**config.mk**
```make
export PLATFORM = sky130hd
export DESIGN_NAME = control_unit
export DESIGN_NICKNAME = d
export VERILOG_FILES = /design/src/rtl/ctrl_pkg.sv /design/src/rtl/ctrl_decoder.sv /design/src/rtl/control_unit.sv
export SDC_FILE = /design/constraint.sdc
export NUM_CORES = 1
export LEC_CHECK = 0
export CAP_MARGIN = 40
export CORE_MARGIN = 2
export CORE_UTILIZATION = 44
export DETAILED_ROUTE_END_ITERATION = 8
export PLACE_DENSITY = 0.83
export SETUP_SLACK_MARGIN = 0.05
export SLEW_MARGIN = 5
export SYNTH_ARGS = -nofsm -noshare
export SYNTH_HDL_FRONTEND = slang
export SYNTH_SLANG_ARGS = --single-unit
```
**constraint.sdc**
```tcl
create_clock -name clk -period 1.92 [get_ports clk]
set_input_delay 0.48 -clock clk [delete_from_list [all_inputs] [get_ports clk]]
set_output_delay 0.48 -clock clk [all_outputs]
set_load 0.02 [all_outputs]
```
**src/rtl/ctrl_pkg.sv**
```systemverilog
// Shared types and encodings for the fetch/decode/execute controller.
// Opcodes, branch conditions, ULA and constant-mux encodings used by decoder and FSM.
package ctrl_pkg;

  typedef enum logic [2:0] {
    ST_IDLE   = 3'd0,
    ST_FETCH  = 3'd1,
    ST_DECODE = 3'd2,
    ST_EXEC   = 3'd3,
    ST_HALT   = 3'd4
  } state_t;

  localparam logic [3:0] OP_NOP  = 4'h0;
  localparam logic [3:0] OP_ALU  = 4'h1;
  localparam logic [3:0] OP_ALUI = 4'h2;
  localparam logic [3:0] OP_LDI  = 4'h3;
  localparam logic [3:0] OP_CMP  = 4'h5;
  localparam logic [3:0] OP_CMPI = 4'h6;
  localparam logic [3:0] OP_BR   = 4'h7;
  localparam logic [3:0] OP_HALT = 4'hF;

  localparam logic [3:0] COND_LT     = 4'd0;
  localparam logic [3:0] COND_LE     = 4'd1;
  localparam logic [3:0] COND_EQ     = 4'd2;
  localparam logic [3:0] COND_GE     = 4'd3;
  localparam logic [3:0] COND_GT     = 4'd4;
  localparam logic [3:0] COND_ALWAYS = 4'd5;

  localparam logic [3:0] ULA_PASS_A = 4'h8;

  localparam logic [1:0] SEL_REGS   = 2'b00;
  localparam logic [1:0] SEL_CTE_A  = 2'b01;
  localparam logic [1:0] SEL_CTE_B  = 2'b10;
  localparam logic [1:0] SEL_CTE_AB = 2'b11;

  // Flags are ordered [0]lt [1]le [2]eq [3]ge [4]gt; conditions above 5 never branch.
  function automatic logic branch_taken(input logic [3:0] cond, input logic [4:0] flags);
    logic taken;
    case (cond)
      COND_LT:     taken = flags[0];
      COND_LE:     taken = flags[1];
      COND_EQ:     taken = flags[2];
      COND_GE:     taken = flags[3];
      COND_GT:     taken = flags[4];
      COND_ALWAYS: taken = 1'b1;
      default:     taken = 1'b0;
    endcase
    return taken;
  endfunction

endpackage

```
**src/rtl/ctrl_decoder.sv**
```systemverilog
// Combinational instruction decode: IR fields to datapath control lines and class flags.
// Branches, HALT, NOP and undefined opcodes drive all datapath fields to zero.
module ctrl_decoder
  import ctrl_pkg::*;
(
  input  logic [19:0] ir_i,
  output logic [3:0]  srd_o,
  output logic [3:0]  sba_o,
  output logic [3:0]  sbb_o,
  output logic [3:0]  sula_o,
  output logic [1:0]  sel_o,
  output logic [7:0]  cte_o,
  output logic [3:0]  cond_o,
  output logic [7:0]  imm_o,
  output logic        writes_reg_o,
  output logic        is_cmp_o,
  output logic        is_br_o,
  output logic        is_halt_o,
  output logic        illegal_o
);

  logic [3:0] op_s;
  logic [3:0] f_s;
  logic [3:0] rd_s;
  logic [3:0] ra_s;
  logic [3:0] rb_s;

  assign op_s   = ir_i[19:16];
  assign f_s    = ir_i[15:12];
  assign rd_s   = ir_i[11:8];
  assign ra_s   = ir_i[7:4];
  assign rb_s   = ir_i[3:0];
  assign imm_o  = ir_i[7:0];
  assign cond_o = f_s;

  // Opcode to control-field mapping
  always_comb begin
    srd_o        = 4'h0;
    sba_o        = 4'h0;
    sbb_o        = 4'h0;
    sula_o       = 4'h0;
    sel_o        = SEL_REGS;
    cte_o        = 8'h00;
    writes_reg_o = 1'b0;
    is_cmp_o     = 1'b0;
    is_br_o      = 1'b0;
    is_halt_o    = 1'b0;
    illegal_o    = 1'b0;
    case (op_s)
      OP_NOP: begin
      end
      OP_ALU: begin
        srd_o        = rd_s;
        sba_o        = ra_s;
        sbb_o        = rb_s;
        sula_o       = f_s;
        writes_reg_o = 1'b1;
      end
      OP_ALUI: begin
        srd_o        = rd_s;
        sba_o        = rd_s;
        sula_o       = f_s;
        cte_o        = ir_i[7:0];
        sel_o        = SEL_CTE_B;
        writes_reg_o = 1'b1;
      end
      OP_LDI: begin
        srd_o        = rd_s;
        cte_o        = ir_i[7:0];
        sel_o        = SEL_CTE_AB;
        sula_o       = ULA_PASS_A;
        writes_reg_o = 1'b1;
      end
      OP_CMP: begin
        sba_o    = ra_s;
        sbb_o    = rb_s;
        is_cmp_o = 1'b1;
      end
      OP_CMPI: begin
        sba_o    = rd_s;
        cte_o    = ir_i[7:0];
        sel_o    = SEL_CTE_B;
        is_cmp_o = 1'b1;
      end
      OP_BR:   is_br_o   = 1'b1;
      OP_HALT: is_halt_o = 1'b1;
      default: illegal_o = 1'b1;
    endcase
  end

endmodule

```
**src/rtl/control_unit.sv**
```systemverilog
// Multi-cycle fetch/decode/execute controller driving the 8-bit datapath.
// Owns the FSM, PC, IR and comparator-flag registers; decode is delegated to ctrl_decoder.
module control_unit
  import ctrl_pkg::*;
#(
  parameter int IW = 20,
  parameter int AW = 8
) (
  input  logic          clk,
  input  logic          rst_n,
  input  logic          start,
  output logic          imem_req,
  output logic [AW-1:0] imem_addr,
  input  logic          imem_ack,
  input  logic [IW-1:0] imem_data,
  input  logic [4:0]    outComparator,
  output logic [3:0]    SRD,
  output logic [3:0]    SBA,
  output logic [3:0]    SBB,
  output logic [3:0]    SULA,
  output logic [1:0]    selMuxCTE,
  output logic [7:0]    CTE,
  output logic          LE,
  output logic [AW-1:0] pc,
  output logic          halted,
  output logic          illegal_op
);

  state_t        state_q, state_d;
  logic [AW-1:0] pc_q, pc_d;
  logic [IW-1:0] ir_q, ir_d;
  logic [4:0]    flags_q, flags_d;

  logic [3:0] cond_s;
  logic [7:0] imm_s;
  logic       writes_reg_s;
  logic       is_cmp_s;
  logic       is_br_s;
  logic       is_halt_s;
  logic       illegal_s;

  ctrl_decoder u_decoder (
    .ir_i         (ir_q),
    .srd_o        (SRD),
    .sba_o        (SBA),
    .sbb_o        (SBB),
    .sula_o       (SULA),
    .sel_o        (selMuxCTE),
    .cte_o        (CTE),
    .cond_o       (cond_s),
    .imm_o        (imm_s),
    .writes_reg_o (writes_reg_s),
    .is_cmp_o     (is_cmp_s),
    .is_br_o      (is_br_s),
    .is_halt_o    (is_halt_s),
    .illegal_o    (illegal_s)
  );

  // State, PC, IR and flag registers
  always_ff @(posedge clk or negedge rst_n) begin
    if (!rst_n) begin
      state_q <= ST_IDLE;
      pc_q    <= '0;
      ir_q    <= '0;
      flags_q <= 5'b00000;
    end else begin
      state_q <= state_d;
      pc_q    <= pc_d;
      ir_q    <= ir_d;
      flags_q <= flags_d;
    end
  end

  // Next-state, fetch capture and execute-time PC/flag updates
  always_comb begin
    state_d = state_q;
    pc_d    = pc_q;
    ir_d    = ir_q;
    flags_d = flags_q;
    case (state_q)
      ST_IDLE: begin
        if (start) state_d = ST_FETCH;
        else       state_d = ST_IDLE;
      end
      ST_FETCH: begin
        if (imem_ack) begin
          ir_d    = imem_data;
          pc_d    = pc_q + AW'(1);
          state_d = ST_DECODE;
        end else begin
          state_d = ST_FETCH;
        end
      end
      ST_DECODE: state_d = ST_EXEC;
      ST_EXEC: begin
        if (is_cmp_s) flags_d = outComparator;
        else          flags_d = flags_q;
        // A taken branch replaces the increment already applied during fetch.
        if (is_br_s && branch_taken(cond_s, flags_q)) pc_d = AW'(imm_s);
        else                                          pc_d = pc_q;
        if (is_halt_s) state_d = ST_HALT;
        else           state_d = ST_FETCH;
      end
      ST_HALT: state_d = ST_HALT;
      default: state_d = ST_IDLE;
    endcase
  end

  // Derived straight from the async-reset state so imem_req falls as soon as reset asserts.
  assign imem_req   = (state_q == ST_FETCH);
  assign imem_addr  = pc_q;
  assign pc         = pc_q;
  assign halted     = (state_q == ST_HALT);
  assign LE         = (state_q == ST_EXEC) && writes_reg_s;
  assign illegal_op = (state_q == ST_EXEC) && illegal_s;

endmodule

```
**After elaboration in Yosys (flattened, before gate mapping)**

Index checks and enable logic that the tools add are counted.

- Equal/unequal tests: 18
- Reductions and logical operators: 17
- Muxes and demuxes: 20
- Add/sub/neg operators: 1

Operators with widths:

| operator | number |
|---|---|
| two-way mux 8 bit | 3 |
| == test 4 x 3 -> 1 bit, second input constant | 5 |
| == test 4 x 2 -> 1 bit, second input constant | 4 |
| case mux 4 bit (2 select lines) | 2 |
| case mux 8 bit (2 select lines) | 1 |
| case mux 3 bit (5 select lines) | 1 |
| adder 8 x 1 -> 8 bit, second input constant | 1 |
| == test 4 x 1 -> 1 bit, second input constant | 2 |
| logical NOT 4 bit | 2 |
| two-way mux 4 bit | 2 |
| OR reduction 2 bit | 4 |
| OR reduction 8 bit | 1 |
| two-way mux 1 bit | 7 |
| == test 3 x 2 -> 1 bit, second input constant | 2 |
| case mux 1 bit (6 select lines) | 1 |
| OR reduction 3 bit | 2 |
| == test 4 bit, second input constant | 1 |
| case mux 2 bit (2 select lines) | 1 |
| AND reduction 2 bit | 2 |
| == test 3 x 1 -> 1 bit, second input constant | 1 |
| == test 3 bit, second input constant | 1 |
| logical AND 1 bit | 3 |
| logical NOT 3 bit | 1 |
| two-way mux 3 bit | 1 |
| 5 further kinds | 5 |

- Flip-flop bits (word level): 36
- Output and inout bits: 46
- Logic and storage cells: 60
- Bits of input ports: 29

**Depth between registers and ports, before layout**

- Depth in word-level cells: 6
- Gate-level depth with buffers: 7
- Depth with buffers taken out: 5

**Hierarchy**

A second synthesis with hierarchy kept.

- Cell total of the unflattened synthesis: 212
- Area total of the unflattened synthesis: 2,192.1 um^2

Modules (own cells, without submodules):

| module | sequential area each (um^2) | cells an instance | times used | area each (um^2) |
|---|---|---|---|---|
| control_unit | 900.9 | 145 | 1 | 1,739.2 |
| ctrl_decoder | 0.0 | 67 | 1 | 452.9 |

**Least setup slack after synthesis**

No wires, ideal clock.

- Kind: register to output
- Start point: register ir_q[19]
- End point: output SULA[3]
- Required time: 1.440 ns
- Stages on the path, launching flop included: 4
- Data arrival time: 1.471 ns
- Path buffers: 1
- Setup slack: -0.031 ns
- Cell sequence: dfrtp_1 > clkbuf_1 > nor3b_1 > a21o_1

- Cells in the longest elaborated chain, start to end: 3
- Elaborated cells between the ends (all ways): 5
- Classes of those cells: eq/ne (3); mux (1); reduce/logical (1)

Ends and longest elaborated chain:

| item | RTL line | source |
|---|---|---|
| start: declaration | control_unit.sv:31 | `logic [IW-1:0] ir_q, ir_d;` |
| start signal: assignment | control_unit.sv:69 | `ir_q <= ir_d;` |
| == test 4 x 1 -> 1 bit or == test 4 x 2 -> 1 bit (tied branches) | ctrl_decoder.sv:49 | `case (op_s)` |
| OR reduction 2 bit (no source line) | n/a |  |
| case mux 4 bit (2 select lines) (*) | ctrl_decoder.sv:49 |  |
| end: declaration | control_unit.sv:20 | `output logic [3:0] SULA,` |

Every way passes the cells marked *; elsewhere a longest branch is shown, timed or not.

**Worst setup path after layout**

- Start point: register ir_q[17]
- End point: output SULA[2]

The elaborated chain is that of the path after synthesis.

==> impl_results.md <==
* Outcome: finished with violations
* Violations in the final reports: negative setup slack
* Post-synthesis cell type count at 38
* Synth area leaders: dfrtp_1, nand2_1, and2_1, mux2_2, buf_4
* Clock Skews at 0.008848 ns
* Fraction of registers with async set/reset at 100.0%
* Pin count of the biggest net entering global routing at 37
* Maximum Capacitance Violations at 0
* Final critical-path share of the clock period at 104.1%
* Clock-pin transition on the worst setup and hold timing paths at 0.06 ns
* Die Y-Extent at 71.62 um
* Number of buffers inserted by hold repair at cts at 0
* Number of warnings reported in the yosys synthesis log at 0
* Syn Area/Cell at 8.598 sq um
* Final setup violation count at 18
* Summed instance area of the synthesized netlist at 0.002012 sq mm
* Power per standard cell area at 1755 mW/mm^2
* Vias after detailed routing at 2,195
* TritonCTS Buffers at 5
* Clock insertion delay at the later pin of the skew report at 0.29 ns
* Area overhead of the layout relative to synthesis at 66.54%
* Startpoint kind of the worst setup timing path: flip-flop
* Root Driver: clkbuf_8
* Minimum clock period at 1.998 ns
* Fmax at 0.5005 GHz
* 1st-iter DRT viols at 208
* Critical path's largest stage delay at 0.40 ns
* Initial core utilization at 45.89%
* Tightest hold margin at 0.5155 ns
* Sum of routed wire length over all layers at 6966 um
* Arrival time worst endpoint at 1.52 ns
* Number of synthesized flops with an enable pin at 0
* Number of iterations in the first detailed-routing pass at 4
* Final non-filler cell area at 0.003351 sq mm
* Worst setup slack after placement at -0.2448 ns
* Maximum clock path buffer count at 2
* Peak fanout along the critical path at 4
* Crit path from: ir_q[17]$_DFFE_PN0P_
* Final core area utilization at about 76%
* Flop and latch count out of synthesis at 36
* Largest voltage drop on the vdd net at 0.9617 mV
* CP max-delay cell: dfrtp_1
* Vias in the first global route at between 2,000 and 2,500
* Last weighted congestion value of the routability-driven placer at between 0.8 and 0.9
* Total power after layout at 5.880 mW
* Most common cell in the netlist: nand2_1
* Count of port buffers added during placement at between 70 and 80
* Hold Crit Depth at 1
* Max-slew violations at 0
* Nature of the critical path endpoint: primary output
* Final-report hold violation count at 0
* Die area at 0.005129 sq mm
* # rows at 24
* Startpoint of the worst register-to-register path: state_q[1]$_DFF_PN0_
* Number of clock sinks at 36
* Commonest cells in the synthesized netlist: nand2_1, dfrtp_1, and2_1
* Leading area contributor after synthesis: dfrtp_1
* Part of the Yosys area used for sequential elements at 44.78%
* Initial antenna violation count at 0
* Global router's overall resource usage at 24.58%
* Final critical-path setup slack at -0.07808 ns
* Minimum setup slack among reg-to-reg paths at -0.05 ns
* Number of vias per cell after detailed routing at about 5.7
* CTS tree: done
* Unrepaired setup endpoints after global routing: yes
* DRC violation count after routing at 0
* Fraction of layout instances using a drive strength above 1 at 36.23%
* Relative slew slack at around two thirds
* Capture point of the worst path: SULA[2]
* Net count after synthesis at 264
* Global-route wire length before repair at 9639 um
* Worst min path class: flip-flop to flip-flop
* Reg2Reg Depth at 6
* Wire length per cell after detailed routing at 18.05 um
* Post-layout net count at 366
* Instance area after placement at 0.002957 sq mm
* Most used flip-flop cell after synthesis: dfrtp_1
* Cell chain of the critical path: and2b_2 -> nor2_4 -> nor3_4 -> and2_1 -> buf_6
* Required time of the worst setup path at 1.44 ns
* Number of instances in the synthesized netlist at 234
* Area share of the largest cell type after synthesis at approximately 45%
* Clock H-tree levels at 2
* Actual transition at the worst max-transition pin at 0.5073 ns
* # fillers at 300
* Core area at 0.004384 sq mm
* Top Ports at 75
* DP HPWL at 4036 um
* Kind of critical path: flip-flop to primary output
* Width of the die at between 70 and 80 um
* Antenna-violating nets left at 0
* Leakage power total at 1.622 nW
* Critical R2R Capture: imem_addr[0]$_DFFE_PN0P_
* # diodes at 0
* Grt total ovfl at 0
## stage by stage
step	TNS, ns	instances
3_5_place_dp	-4.367	370
4_1_cts	-0.1377	382
5_1_grt	-1.703	386
3_3_place_gp	-3.618	370
6_report	-0.5928	386
2_1_floorplan	0	234
## kinds of logic after synthesis
family	synth area share, %
buffers and inverters	5.597
muxes	4.851
and+or+nand+nor	31.65
adders and majority gates	0.6218
AOI/OAI and AO/OA	12.50
DFF	44.78
## critical path: cells and delay by family, from the launching register on
| kind | cells | cell delay, ns |
|---|---|---|
| AND/OR/NAND/NOR | 4 | 0.70 |
| flip-flops | 1 | 0.40 |
| buffers and inverters | 1 | 0.13 |
## layout by cell type (no fill, tap or decap), types with 6 or more instances in the layout
master	n
nor2_1	10
dfrtp_1	34
and2_4	12
nand2_1	71
and2_1	7
dlymetal6s2s_1	10
o221ai_1	6
buf_4	38
clkdlybuf4s50_1	31
buf_6	28
## state kept, by name (all words and copies together), names as in the netlist
name       flops
ir_q          20
imem_addr      8
flags_q        5
state_q        3
## cell type report
cell class	count	area, sq um	area share (%)
sequential	36	903.4	26.96
multi-input combinational	178	1206	36.00
tap	52	65.06	1.942
inverter	1	3.754	0.1120
timing repair buffer	114	1104	32.94
clock buffer	5	68.82	2.054
## metal layers
layer  share of wire, %  wire [um]  up-vias  GRT usage, %
met5                  0          0        -             0
met1                 37       2595     1053         30.08
met4                2.8        197        0         7.757
met3                7.6        532       21         6.048
met2                 52       3640      126         42.70
li1                   -          -      995             -
## repair_timing
action | CTS | global route
pin swaps | 9 | 15
endpoints found under the setup margin | 33 | 51
gates cloned | 1 | 0
buffers inserted | 8 | 6
gates resized for setup | 181 | 59
## power breakdown
group / internal, mW / total [mW] / leakage, nW / switching, mW
clock network: 0.234 / 0.493 / 0.0359 / 0.259
registers: 1.12 / 1.59 / 0.426 / 0.475
logic: 1.86 / 3.79 / 1.16 / 1.93
total: 3.21 / 5.88 / 1.62 / 2.67
## how the worst min path moves through the flow
stage                            from                endpoint  slack (ns)
5_1_grt        flags_q[2]$_DFFE_PN0P_  flags_q[2]$_DFFE_PN0P_        0.54
6_report       flags_q[1]$_DFFE_PN0P_  flags_q[1]$_DFFE_PN0P_        0.52
3_5_place_dp      ir_q[9]$_DFFE_PN0P_     ir_q[9]$_DFFE_PN0P_        0.48
2_1_floorplan                   rst_n  flags_q[0]$_DFFE_PN0P_        0.18
3_3_place_gp      ir_q[9]$_DFFE_PN0P_     ir_q[9]$_DFFE_PN0P_        0.48
4_1_cts        flags_q[0]$_DFFE_PN0P_  flags_q[0]$_DFFE_PN0P_        0.51
Power figures use the tool's default switching activity.
